[src/rtl/view_controller_pkg.sv]
// Shared constants, key indices and FSM encoding for the fractal-view navigation controller.
package view_controller_pkg;

    localparam int WIDTH      = 20;
    localparam int FRACTIONAL = 16;

    localparam int KEY_XP = 0;
    localparam int KEY_YM = 1;
    localparam int KEY_YP = 2;
    localparam int KEY_XM = 3;

    localparam logic [3:0] ZOOM_DEFAULT = 4'd10;

    typedef enum logic [1:0] {
        IDLE,
        APPLY,
        MUL,
        DONE
    } state_e;

    // Highest set switch wins: bit8 -> 1 ... bit0 -> 9; none set -> default.
    function automatic logic [3:0] decode_zoom(input logic [8:0] sw);
        logic [3:0] z;
        z = ZOOM_DEFAULT;
        for (int i = 0; i < 9; i++) begin
            if (sw[i]) z = 4'(9 - i);
        end
        return z;
    endfunction

endpackage

[src/rtl/view_controller_key_debounce_repeat.sv]
// One pan key: 2-FF synchronizer, counter debouncer and auto-repeat timer.
// Emits a single-cycle step on the press edge and every REPEAT_PERIOD cycles while held.
module key_debounce_repeat #(
    parameter int DEBOUNCE_CYCLES = 65536,
    parameter int REPEAT_PERIOD   = 256
) (
    input  logic clk,
    input  logic rst,
    input  logic key_n,
    output logic step
);

    localparam int DB_W = (DEBOUNCE_CYCLES > 2) ? $clog2(DEBOUNCE_CYCLES) : 1;
    localparam int RP_W = (REPEAT_PERIOD > 2) ? $clog2(REPEAT_PERIOD) : 1;
    localparam logic [DB_W-1:0] DB_LAST = DB_W'(DEBOUNCE_CYCLES - 1);
    localparam logic [RP_W-1:0] RP_LAST = RP_W'(REPEAT_PERIOD - 1);

    logic            sync1_q, sync1_d;
    logic            sync2_q, sync2_d;
    logic            stable_q, stable_d;
    logic [DB_W-1:0] db_cnt_q, db_cnt_d;
    logic [RP_W-1:0] rep_cnt_q, rep_cnt_d;
    logic            step_q, step_d;
    logic            press_edge;

    always_comb begin
        // NOTE: every variable gets a default before any branch, so no path can infer a latch.
        sync1_d    = key_n;
        sync2_d    = sync1_q;
        stable_d   = stable_q;
        db_cnt_d   = '0;
        rep_cnt_d  = '0;
        step_d     = 1'b0;

        if (sync2_q != stable_q) begin
            if (db_cnt_q == DB_LAST) stable_d = ~stable_q;
            else                     db_cnt_d = db_cnt_q + 1'b1;
        end

        press_edge = stable_q & ~stable_d;

        if (press_edge) begin
            step_d = 1'b1;
        end else if (!stable_q && !stable_d) begin
            if (rep_cnt_q == RP_LAST) step_d = 1'b1;
            else                      rep_cnt_d = rep_cnt_q + 1'b1;
        end
    end

    // NOTE: state is updated with non-blocking assignments so all flops see pre-edge values.
    always_ff @(posedge clk) begin
        if (rst) begin
            sync1_q   <= 1'b1;
            sync2_q   <= 1'b1;
            stable_q  <= 1'b1;
            db_cnt_q  <= '0;
            rep_cnt_q <= '0;
            step_q    <= 1'b0;
        end else begin
            sync1_q   <= sync1_d;
            sync2_q   <= sync2_d;
            stable_q  <= stable_d;
            db_cnt_q  <= db_cnt_d;
            rep_cnt_q <= rep_cnt_d;
            step_q    <= step_d;
        end
    end

    assign step = step_q;

endmodule

[src/rtl/view_controller.sv]
// Fractal view navigation: pan-key stepping, saturating delta accumulation, frame-synchronous
// commit of offsets/zoom and a 4-cycle shift-add multiply for the zoom-scaled offsets.
module view_controller
    import view_controller_pkg::*;
#(
    parameter int               DEBOUNCE_CYCLES = 65536,
    parameter int               REPEAT_PERIOD   = 256,
    parameter logic [WIDTH-1:0] X_OFFSET_INIT   = 20'h6A800,
    parameter logic [WIDTH-1:0] Y_OFFSET_INIT   = 20'h3C000,
    parameter int               DELTA_MAX       = 127
) (
    input  logic             clk,
    input  logic             rst,
    input  logic [3:0]       keys,
    input  logic [17:0]      zoom_level,
    input  logic             frame_start,
    output logic [WIDTH-1:0] x_offset,
    output logic [WIDTH-1:0] y_offset,
    output logic [3:0]       zoom,
    output logic [WIDTH-1:0] x_offset_zoom,
    output logic [WIDTH-1:0] y_offset_zoom,
    output logic             view_updated,
    output logic             busy
);

    localparam logic [WIDTH-1:0] XZ_INIT = WIDTH'(X_OFFSET_INIT * ZOOM_DEFAULT);
    localparam logic [WIDTH-1:0] YZ_INIT = WIDTH'(Y_OFFSET_INIT * ZOOM_DEFAULT);

    logic [3:0] steps;
    logic       unused_zoom_bits;

    for (genvar i = 0; i < 4; i++) begin : g_key
        key_debounce_repeat #(
            .DEBOUNCE_CYCLES(DEBOUNCE_CYCLES),
            .REPEAT_PERIOD  (REPEAT_PERIOD)
        ) u_key (
            .clk  (clk),
            .rst  (rst),
            .key_n(keys[i]),
            .step (steps[i])
        );
    end

    assign unused_zoom_bits = ^zoom_level[17:9];

    state_e            state_q, state_d;
    logic [WIDTH-1:0]  x_offset_q, x_offset_d, y_offset_q, y_offset_d;
    logic [WIDTH-1:0]  xz_q, xz_d, yz_q, yz_d;
    logic [3:0]        zoom_q, zoom_d;
    logic signed [7:0] dx_q, dx_d, dy_q, dy_d;
    logic [WIDTH-1:0]  mcand_x_q, mcand_x_d, mcand_y_q, mcand_y_d;
    logic [WIDTH-1:0]  acc_x_q, acc_x_d, acc_y_q, acc_y_d;
    logic [3:0]        mplier_q, mplier_d;
    logic [1:0]        mul_cnt_q, mul_cnt_d;

    function automatic logic signed [7:0] sat_step(input logic signed [7:0] d,
                                                   input logic inc, input logic dec);
        int s;
        s = int'(d) + (inc ? 1 : 0) - (dec ? 1 : 0);
        if (s > DELTA_MAX)       s = DELTA_MAX;
        else if (s < -DELTA_MAX) s = -DELTA_MAX;
        return 8'(s);
    endfunction

    always_comb begin
        state_d    = state_q;
        x_offset_d = x_offset_q;
        y_offset_d = y_offset_q;
        xz_d       = xz_q;
        yz_d       = yz_q;
        zoom_d     = zoom_q;
        mcand_x_d  = mcand_x_q;
        mcand_y_d  = mcand_y_q;
        acc_x_d    = acc_x_q;
        acc_y_d    = acc_y_q;
        mplier_d   = mplier_q;
        mul_cnt_d  = mul_cnt_q;
        dx_d       = sat_step(dx_q, steps[KEY_XP], steps[KEY_XM]);
        dy_d       = sat_step(dy_q, steps[KEY_YP], steps[KEY_YM]);

        unique case (state_q)
            IDLE: begin
                if (frame_start) state_d = APPLY;
            end
            APPLY: begin
                x_offset_d = x_offset_q + {{(WIDTH-8){dx_q[7]}}, dx_q};
                y_offset_d = y_offset_q + {{(WIDTH-8){dy_q[7]}}, dy_q};
                zoom_d     = decode_zoom(zoom_level[8:0]);
                // Steps landing in the commit cycle start the next accumulation.
                dx_d       = sat_step(8'sd0, steps[KEY_XP], steps[KEY_XM]);
                dy_d       = sat_step(8'sd0, steps[KEY_YP], steps[KEY_YM]);
                mcand_x_d  = x_offset_d;
                mcand_y_d  = y_offset_d;
                mplier_d   = zoom_d;
                acc_x_d    = '0;
                acc_y_d    = '0;
                mul_cnt_d  = '0;
                state_d    = MUL;
            end
            MUL: begin
                acc_x_d   = mplier_q[0] ? acc_x_q + mcand_x_q : acc_x_q;
                acc_y_d   = mplier_q[0] ? acc_y_q + mcand_y_q : acc_y_q;
                mcand_x_d = mcand_x_q << 1;
                mcand_y_d = mcand_y_q << 1;
                mplier_d  = mplier_q >> 1;
                if (mul_cnt_q == 2'd3) begin
                    xz_d    = acc_x_d;
                    yz_d    = acc_y_d;
                    state_d = DONE;
                end else begin
                    mul_cnt_d = mul_cnt_q + 2'd1;
                end
            end
            DONE: begin
                state_d = IDLE;
            end
            default: state_d = IDLE;
        endcase
    end

    always_ff @(posedge clk) begin
        if (rst) begin
            state_q    <= IDLE;
            x_offset_q <= X_OFFSET_INIT;
            y_offset_q <= Y_OFFSET_INIT;
            xz_q       <= XZ_INIT;
            yz_q       <= YZ_INIT;
            zoom_q     <= ZOOM_DEFAULT;
            dx_q       <= '0;
            dy_q       <= '0;
            mcand_x_q  <= '0;
            mcand_y_q  <= '0;
            acc_x_q    <= '0;
            acc_y_q    <= '0;
            mplier_q   <= '0;
            mul_cnt_q  <= '0;
        end else begin
            state_q    <= state_d;
            x_offset_q <= x_offset_d;
            y_offset_q <= y_offset_d;
            xz_q       <= xz_d;
            yz_q       <= yz_d;
            zoom_q     <= zoom_d;
            dx_q       <= dx_d;
            dy_q       <= dy_d;
            mcand_x_q  <= mcand_x_d;
            mcand_y_q  <= mcand_y_d;
            acc_x_q    <= acc_x_d;
            acc_y_q    <= acc_y_d;
            mplier_q   <= mplier_d;
            mul_cnt_q  <= mul_cnt_d;
        end
    end

    assign x_offset      = x_offset_q;
    assign y_offset      = y_offset_q;
    assign zoom          = zoom_q;
    assign x_offset_zoom = xz_q;
    assign y_offset_zoom = yz_q;
    assign view_updated  = (state_q == DONE);
    assign busy          = (state_q != IDLE);

endmodule
[config.mk]
export PLATFORM = sky130hd
export DESIGN_NAME = view_controller
export DESIGN_NICKNAME = d
export VERILOG_FILES = /design/src/rtl/view_controller_pkg.sv /design/src/rtl/view_controller_key_debounce_repeat.sv /design/src/rtl/view_controller.sv
export SDC_FILE = /design/constraint.sdc
export NUM_CORES = 1
export LEC_CHECK = 0
export ABC_CLOCK_PERIOD_IN_PS = 4100
export CAP_MARGIN = 20
export CORE_MARGIN = 8
export CORE_UTILIZATION = 35
export CTS_CLUSTER_DIAMETER = 40
export CTS_CLUSTER_SIZE = 10
export DETAILED_ROUTE_END_ITERATION = 12
export PLACE_DENSITY = 0.56
export SLEW_MARGIN = 40
export SYNTH_ARGS = -nofsm -noshare
export SYNTH_HDL_FRONTEND = slang
export SYNTH_SLANG_ARGS = --single-unit
[constraint.sdc]
create_clock -name clk -period 4.1 [get_ports clk]
set_input_delay 0.82 -clock clk [delete_from_list [all_inputs] [get_ports clk]]
set_output_delay 0.82 -clock clk [all_outputs]
set_load 0.02 [all_outputs]
==> impl_metrics.py, run 1 <==
metrics = {
    "route": {
        "remaining_drc_errors": 0,
        "wirelength_per_cell_um": 16.10,
        "detail_route.wirelength_mm": 42.82,
        "drt_first_iter_violations": 736,
        "antenna_violating_nets_post_route": 0,
        "route.detailed.vias_per_inst": 5.144,
        "drtPass1Iterations": 4,
        "via_count": 13680,
    },
    "synthesis": {
        "netlist_top_cells_area": "dfxtp_1, ha_1, nor2_1, mux2i_1, xnor2_1",
        "ys.flop_type": "dfxtp_1",
        "netlist.top_cell.by_area": "dfxtp_1",
        "yosysTopAreaCellShare": 0.3702,
        "syn-instance-count": 1933,
        "synth_nets": 2072,
        "postSynth.asyncResetShare": 0,
        "yosysMostFrequentCell": "dfxtp_1",
        "synth_edf_count": 0,
        "yosysSeqAreaShare": 0.3702,
        "yosysWarnings": 0,
        "synth_area_um2": 16220,
        "synth.top_cells.by_count": "dfxtp_1, nor2_1, nand2_1, a21oi_1, ha_1",
        "synth-seq-cells": 300,
        "syn_area_per_cell_um2": 8.393,
        "ys_types": 70,
    },
    "place": {
        "placed_wire_length_estimate_after_detailed_placement_mm": 30.75,
        "place_congestion": 0.8858,
        "place_ws_ns": 1.116,
        "buffer_ports.inserted": 101,
    },
    "timing": {
        "clock-skew-final_ns": 0.01482,
        "summed_negative_setup_slack_over_all_endpoints_ns": 0,
        "max-slew-margin-rel": 0.4824,
        "timing.fmax_ghz": 0.3285,
        "timing.final.crit_share": 0.7426,
        "setup_viol_count_final": 0,
        "worst_slew_pin_slew_ns": 0.7764,
        "final_hold_viol_count": 0,
        "pins_over_their_slew_limit": 0,
        "period_needed_ns": 3.045,
        "fin_ws_ns": 1.055,
        "rsz_0062_raised_after_global_routing": "false",
    },
    "global_route": {
        "grt_first_pass_wirelength_mm": 69.77,
        "grt_pass1_vias": 13130,
        "grt-ovfl-total": 0,
        "grt_max_degree": 152,
        "globalRouteTotalUtil": 0.1567,
        "initial_antenna_violation_count": 2,
    },
    "setup_path": {
        "timing.critical_path.required_ns": 4.54,
        "startpoint_of_the_worst_slack_reg_to_reg_timing_path": "g_key[2].u_key.step$_SDFF_PP0_",
        "timing.critical_path.fanout_max": 3,
        "start_kind": "flop",
        "r2r_setup_slack_ns": 1.06,
        "timing.reg2reg.worst_path_depth": 12,
        "worstSetupEndpointType": "flop",
        "worst-endpoint-arrival_ns": 3.48,
        "timing_worst_setup_path_type": "flop to flop",
        "critical_path.reg2reg.endpoint": "dy_q[1]$_SDFF_PP0_",
    },
    "hold_path": {
        "worst_hold_path.num_cells": 1,
        "whs_endpoint": "g_key[0].u_key.sync2_q$_SDFF_PP1_",
        "hold_path_startpoint": "g_key[0].u_key.sync1_q$_SDFF_PP1_",
        "min-delay-path-class": "flop to flop",
    },
    "pwr": {
        "power_frac_clock": 0.287,
        "power.share.switching": 0.3985,
        "power.sequential.fraction": 0.272,
        "cellInternalPower_w": 0.008373,
        "p_sw_w": 0.005547,
        "vdd_ir_drop_max_uv": 409.9,
        "combinational_share_of_power": 0.441,
        "power_per_cell_area_nw_per_um2": 716.5,
        "total_leakage_power_nw": 7.712,
    },
    "finish": {
        "share_of_final_layout_standard_cells_stronger_than_drive_strength_1": 0.06235,
        "fillers": 4542,
        "layout.core_utilization": 0.4209,
        "area_delta_synth_final_pct": 19.76,
        "num_antenna_cells": 0,
        "layout.nets": 2159,
    },
    "clock_network": {
        "holdBufCountCts": 0,
        "cts-root-to-sink-buffers": 3,
        "postCtsSetupRepairBufs": 0,
        "cts_buffers": 48,
        "clk_root_buffer_cell": "clkbuf_16",
        "cts-htree-levels": 2,
        "cts.repair.resized": 0,
        "cts_num_sinks": 300,
        "clk_pin_slew_ns": 0.05,
        "insertion_delay_ns": 0.55,
        "cts_tree": "done",
    },
    "floorplanning": {
        "die_height_um": 231.3,
        "fp.dieW_um": 231.3,
        "design.die.area_um2": 53500,
        "starting_density": 0.3514,
        "floorplan.rows": 79,
        "floorplan.core_area_um2": 46160,
        "num_io_pins": 111,
    },
    "flow_run": {
        "max_cap_violations": 0,
    },
    "outcome": {
        "status": "finished clean",
    },
}
## metrics by stage
step | total power (W) | cell area, um2 | hold slack [ns] | cells
after CTS | 0.01403 | 19430 | 0.4243 | 2660
after floorplan | 0.008177 | 16220 | 0.3895 | 1933
final | 0.01392 | 19430 | 0.4168 | 2660
after detailed placement | 0.009919 | 17840 | 0.3986 | 2577
after global routing | 0.01495 | 19430 | 0.4393 | 2660
after global placement | 0.009847 | 17840 | 0.4014 | 2577
## power groups by stage
stage          Clock (W)  Combinational, W  Sequential [W]
6_report         0.00400           0.00614         0.00378
3_3_place_gp           0           0.00601         0.00384
3_5_place_dp           0           0.00608         0.00384
5_1_grt          0.00424           0.00686         0.00384
4_1_cts          0.00412           0.00613         0.00379
2_1_floorplan          0           0.00434         0.00384
## cells by family (layout without fill, tap and decap cells)
group / after synthesis / in the layout / share of synthesized area
DFF: 300 / 300 / 0.3702
and+or+nand+nor: 681 / 681 / 0.1901
AOI/OAI and AO/OA: 450 / 450 / 0.1811
xor gates and xnor gates: 160 / 160 / 0.08638
adders and majority gates: 114 / 114 / 0.09070
buffers and inverters: 154 / 274 / 0.03579
muxes: 74 / 74 / 0.04573
## flip-flops by register name (all words and copies together), names as in the netlist, 8 cells and up
name,flops
y_offset_zoom,20
mcand_x_q,20
acc_y_q,20
g_key.u_key.rep_cnt_q,32
acc_x_q,20
x_offset_zoom,20
y_offset,20
g_key.u_key.db_cnt_q,64
dx_q,8
x_offset,20
mcand_y_q,20
dy_q,8
## layer usage
layer	wire (um)	GRT usage
met5	18	0
met4	956	0.04514
met3	2632	0.03558
met2	17680	0.2325
met1	21530	0.2238
## critical path: stages, from the launching register on
cell	delay [ns]
dfxtp_1	0.31
inv_1	0.04
ha_1	0.28
inv_1	0.05
ha_1	0.20
fa_1	0.41
a21o_1	0.18
a21oi_1	0.27
xnor2_1	0.20
nand3_1	0.10
or4_1	0.42
o21ba_2	0.23
o221a_2	0.24
## cell type report
class,count,area (um2),share of cell area
sequential,300,6007,0.3092
inverter,72,270.3,0.01391
timing repair buffer,119,1156,0.05951
tap,607,759.5,0.03909
clock inverter,24,276.5,0.01423
clock buffer,59,1314,0.06762
multi-input combinational,1479,9646,0.4965
## cell usage in the layout, fill, tap and decap left out, types with 24 or more instances in the layout
cell type and count:
ha_1 105, a21o_1 27, o21ai_0 80, a21oi_1 131
and3_1 37, clkdlybuf4s50_1 100, mux2i_1 73, nor2_1 298
xnor2_1 83, nor3_1 24, clkbuf_16 49, dfxtp_1 299
nand2_1 139, nand3_1 74, a211oi_1 54, xor2_1 77
inv_1 71
## worst max-delay path by stage
stage | end | startpoint | slack, ns
2_1_floorplan | dy_q[1]$_SDFF_PP0_ | g_key[2].u_key.step$_SDFF_PP0_ | 1.33
6_report | dy_q[1]$_SDFF_PP0_ | g_key[2].u_key.step$_SDFF_PP0_ | 1.06
3_3_place_gp | dy_q[1]$_SDFF_PP0_ | g_key[2].u_key.step$_SDFF_PP0_ | 1.16
5_1_grt | dy_q[0]$_SDFF_PP0_ | g_key[2].u_key.step$_SDFF_PP0_ | 0.88
4_1_cts | dy_q[1]$_SDFF_PP0_ | g_key[2].u_key.step$_SDFF_PP0_ | 1.07
3_5_place_dp | dy_q[1]$_SDFF_PP0_ | g_key[2].u_key.step$_SDFF_PP0_ | 1.12
Power figures use the tool's default switching activity.
==> run 2: changes to the inputs <==
--- a/config.mk
+++ b/config.mk
@@ -5,7 +5,7 @@
 export SDC_FILE = /design/constraint.sdc
 export NUM_CORES = 1
 export LEC_CHECK = 0
-export ABC_CLOCK_PERIOD_IN_PS = 4100
+export ABC_CLOCK_PERIOD_IN_PS = 3200
 export CAP_MARGIN = 20
 export CORE_MARGIN = 8
 export CORE_UTILIZATION = 35
==> constraint.sdc (replaced) <==
create_clock -name clk -period 3.2 [get_ports clk]
set_input_delay 0.64 -clock clk [delete_from_list [all_inputs] [get_ports clk]]
set_output_delay 0.64 -clock clk [all_outputs]
set_load 0.02 [all_outputs]
==> run 2 against run 1 <==
First-iteration DRC count rose by 14%. Die area did not move. Non-clock buffer count rose by 6. Critical endpoint unchanged. Sequential cell count did not move. Core utilization barely moved. Setup slack got worse by 0.86 ns.
==> impl_metrics.py, run 2 (synthesis results as in run 1) <==
metrics = {
    "finish": {
        "largestRegisters": "g_key.u_key.db_cnt_q (64), g_key.u_key.rep_cnt_q (32)",
        "largest_register_ffs": 64,
        "most_flops_register": "g_key.u_key.db_cnt_q",
        "sequential_cell_area_um2": 6007,
        "area_delta_synth_final_pct": 19.84,
        "share_of_final_layout_standard_cells_stronger_than_drive_strength_1": 0.06472,
        "multiInputGateArea_um2": 9646,
        "num_antenna_cells": 0,
        "mostFrequentLayoutCells": "dfxtp_1, nor2_1, nand2_1",
        "layout_commonest_cell": "dfxtp_1",
        "fillers": 4497,
        "layout.nets": 2164,
    },
    "floorplanning": {
        "starting_density": 0.3514,
        "die_height_um": 231.3,
        "num_io_pins": 111,
        "fp.dieW_um": 231.3,
        "design.die.area_um2": 53500,
        "floorplan.rows": 79,
        "floorplan.core_area_um2": 46160,
    },
    "global_route": {
        "globalRouteTotalUtil": 0.1561,
        "initial_antenna_violation_count": 1,
        "grt_first_pass_wirelength_mm": 68.91,
        "grt-ovfl-total": 0,
        "grt_pass1_vias": 12960,
        "grt_max_degree": 55,
    },
    "timing": {
        "max-slew-margin-rel": 0.5565,
        "setup_viol_count_final": 0,
        "timing.fmax_ghz": 0.3331,
        "final_hold_viol_count": 0,
        "worst_slew_pin_slew_ns": 0.6583,
        "rsz_0062_raised_after_global_routing": "false",
        "timing.final.crit_share": 0.9381,
        "period_needed_ns": 3.002,
        "clock-skew-final_ns": 0.01829,
        "summed_negative_setup_slack_over_all_endpoints_ns": 0,
        "pins_over_their_slew_limit": 0,
    },
    "setup_path": {
        "start_kind": "flop",
        "timing.critical_path.required_ns": 3.65,
        "crit_path_cells": "inv_1 -> ha_1 -> inv_1 -> ha_1 -> fa_1 -> a21o_1 -> a21oi_1 -> xnor2_1 -> nand3_1 -> or4_1 -> o21ba_2 -> o221a_2",
        "cp_slowest_stage_delay_ns": 0.42,
        "worst-endpoint-arrival_ns": 3.45,
        "worstSetupEndpointType": "flop",
        "path_delay_family": "adder cells",
        "cpMaxStageDelayCell": "fa_1",
        "timing.critical_path.fanout_max": 3,
        "timing_worst_setup_path_type": "flop to flop",
        "cp_num_buf_inv": 2,
    },
    "clock_network": {
        "clk_root_buffer_cell": "clkbuf_16",
        "postCtsSetupRepairBufs": 0,
        "cts_tree": "done",
        "cts_num_sinks": 300,
        "cts.repair.resized": 0,
        "insertion_delay_ns": 0.57,
        "cts-htree-levels": 2,
        "cts_buffers": 47,
        "cts-root-to-sink-buffers": 3,
        "holdBufCountCts": 0,
        "clk_pin_slew_ns": 0.05,
    },
    "route": {
        "drtPass1Iterations": 5,
        "remaining_drc_errors": 0,
        "wirelength_per_cell_um": 15.90,
        "detail_route.wirelength_mm": 42.32,
        "antenna_violating_nets_post_route": 0,
        "via_count": 13660,
        "route.detailed.vias_per_inst": 5.131,
        "drt_first_iter_violations": 838,
    },
    "place": {
        "placed_wire_length_estimate_after_detailed_placement_mm": 31.12,
        "place_congestion": 0.8947,
        "buffer_ports.inserted": 101,
    },
    "pwr": {
        "total_leakage_power_nw": 7.705,
        "power_per_cell_area_nw_per_um2": 914.6,
        "vdd_ir_drop_max_uv": 396.1,
        "fin_total_pwr_w": 0.01778,
    },
    "outcome": {
        "status": "finished clean",
    },
    "flow_run": {
        "max_cap_violations": 0,
    },
    "hold_path": {
        "min-delay-path-class": "flop to flop",
    },
}
## run 2: worst reg2reg max path, cell delays in order (launching register included)
cell and delay (ns):
dfxtp_1 0.30, inv_1 0.04, ha_1 0.29, inv_1 0.05
ha_1 0.20, fa_1 0.42, a21o_1 0.17, a21oi_1 0.24
xnor2_1 0.18, nand3_1 0.11, or4_1 0.40, o21ba_2 0.23
o221a_2 0.24
## run 2: area by class of cell
type,instances,share of cell area
Inverter,72,0.01390
Timing Repair Buffer,125,0.06178
Multi-Input combinational cell,1479,0.4961
Clock inverter,24,0.01506
Tap cell,607,0.03906
Clock buffer,55,0.06513
Sequential cell,300,0.3090
## run 2: per-stage QoR
stage | instance area [um2] | hold WS [ns] | setup slack [ns] | utilization | std cells
5_1_grt | 19440 | 0.4342 | 0.1057 | 0.4212 | 2662
3_3_place_gp | 17880 | 0.4015 | 0.2483 | 0.3874 | 2583
2_1_floorplan | 16220 | 0.3895 | 0.4327 | - | 1933
6_report | 19440 | 0.4130 | 0.1980 | 0.4212 | 2662
4_1_cts | 19440 | 0.4143 | 0.2303 | 0.4212 | 2662
3_5_place_dp | 17880 | 0.3979 | 0.2431 | 0.3874 | 2583
## run 2: path summary, 6_finish.rpt
kind / startpoint / to / slack [ns] / cells past startpoint
max reg2reg: g_key[2].u_key.step$_SDFF_PP0_ / dy_q[1]$_SDFF_PP0_ / 0.20 / 12
max: g_key[2].u_key.step$_SDFF_PP0_ / dy_q[1]$_SDFF_PP0_ / 0.20 / 12
min: g_key[3].u_key.sync1_q$_SDFF_PP1_ / g_key[3].u_key.sync2_q$_SDFF_PP1_ / 0.41 / 1
min reg2reg: g_key[3].u_key.sync1_q$_SDFF_PP1_ / g_key[3].u_key.sync2_q$_SDFF_PP1_ / 0.41 / 1
## run 2: power by group
part | total, W | internal [W] | leakage, nW | switching (W)
Clock | 0.00506 | 0.00322 | 0.751 | 0.00184
Sequential | 0.00485 | 0.00426 | 2.44 | 0.000591
Combinational | 0.00787 | 0.00321 | 4.52 | 0.00466
## run 2: metal layers
metal	global-route usage	vias to the layer above	routed length, um
met1	0.2213	6342	21440
li1	-	7005	-
met2	0.2342	266	17670
met4	0.03841	0	717
met3	0.03900	46	2492
met5	0	-	0
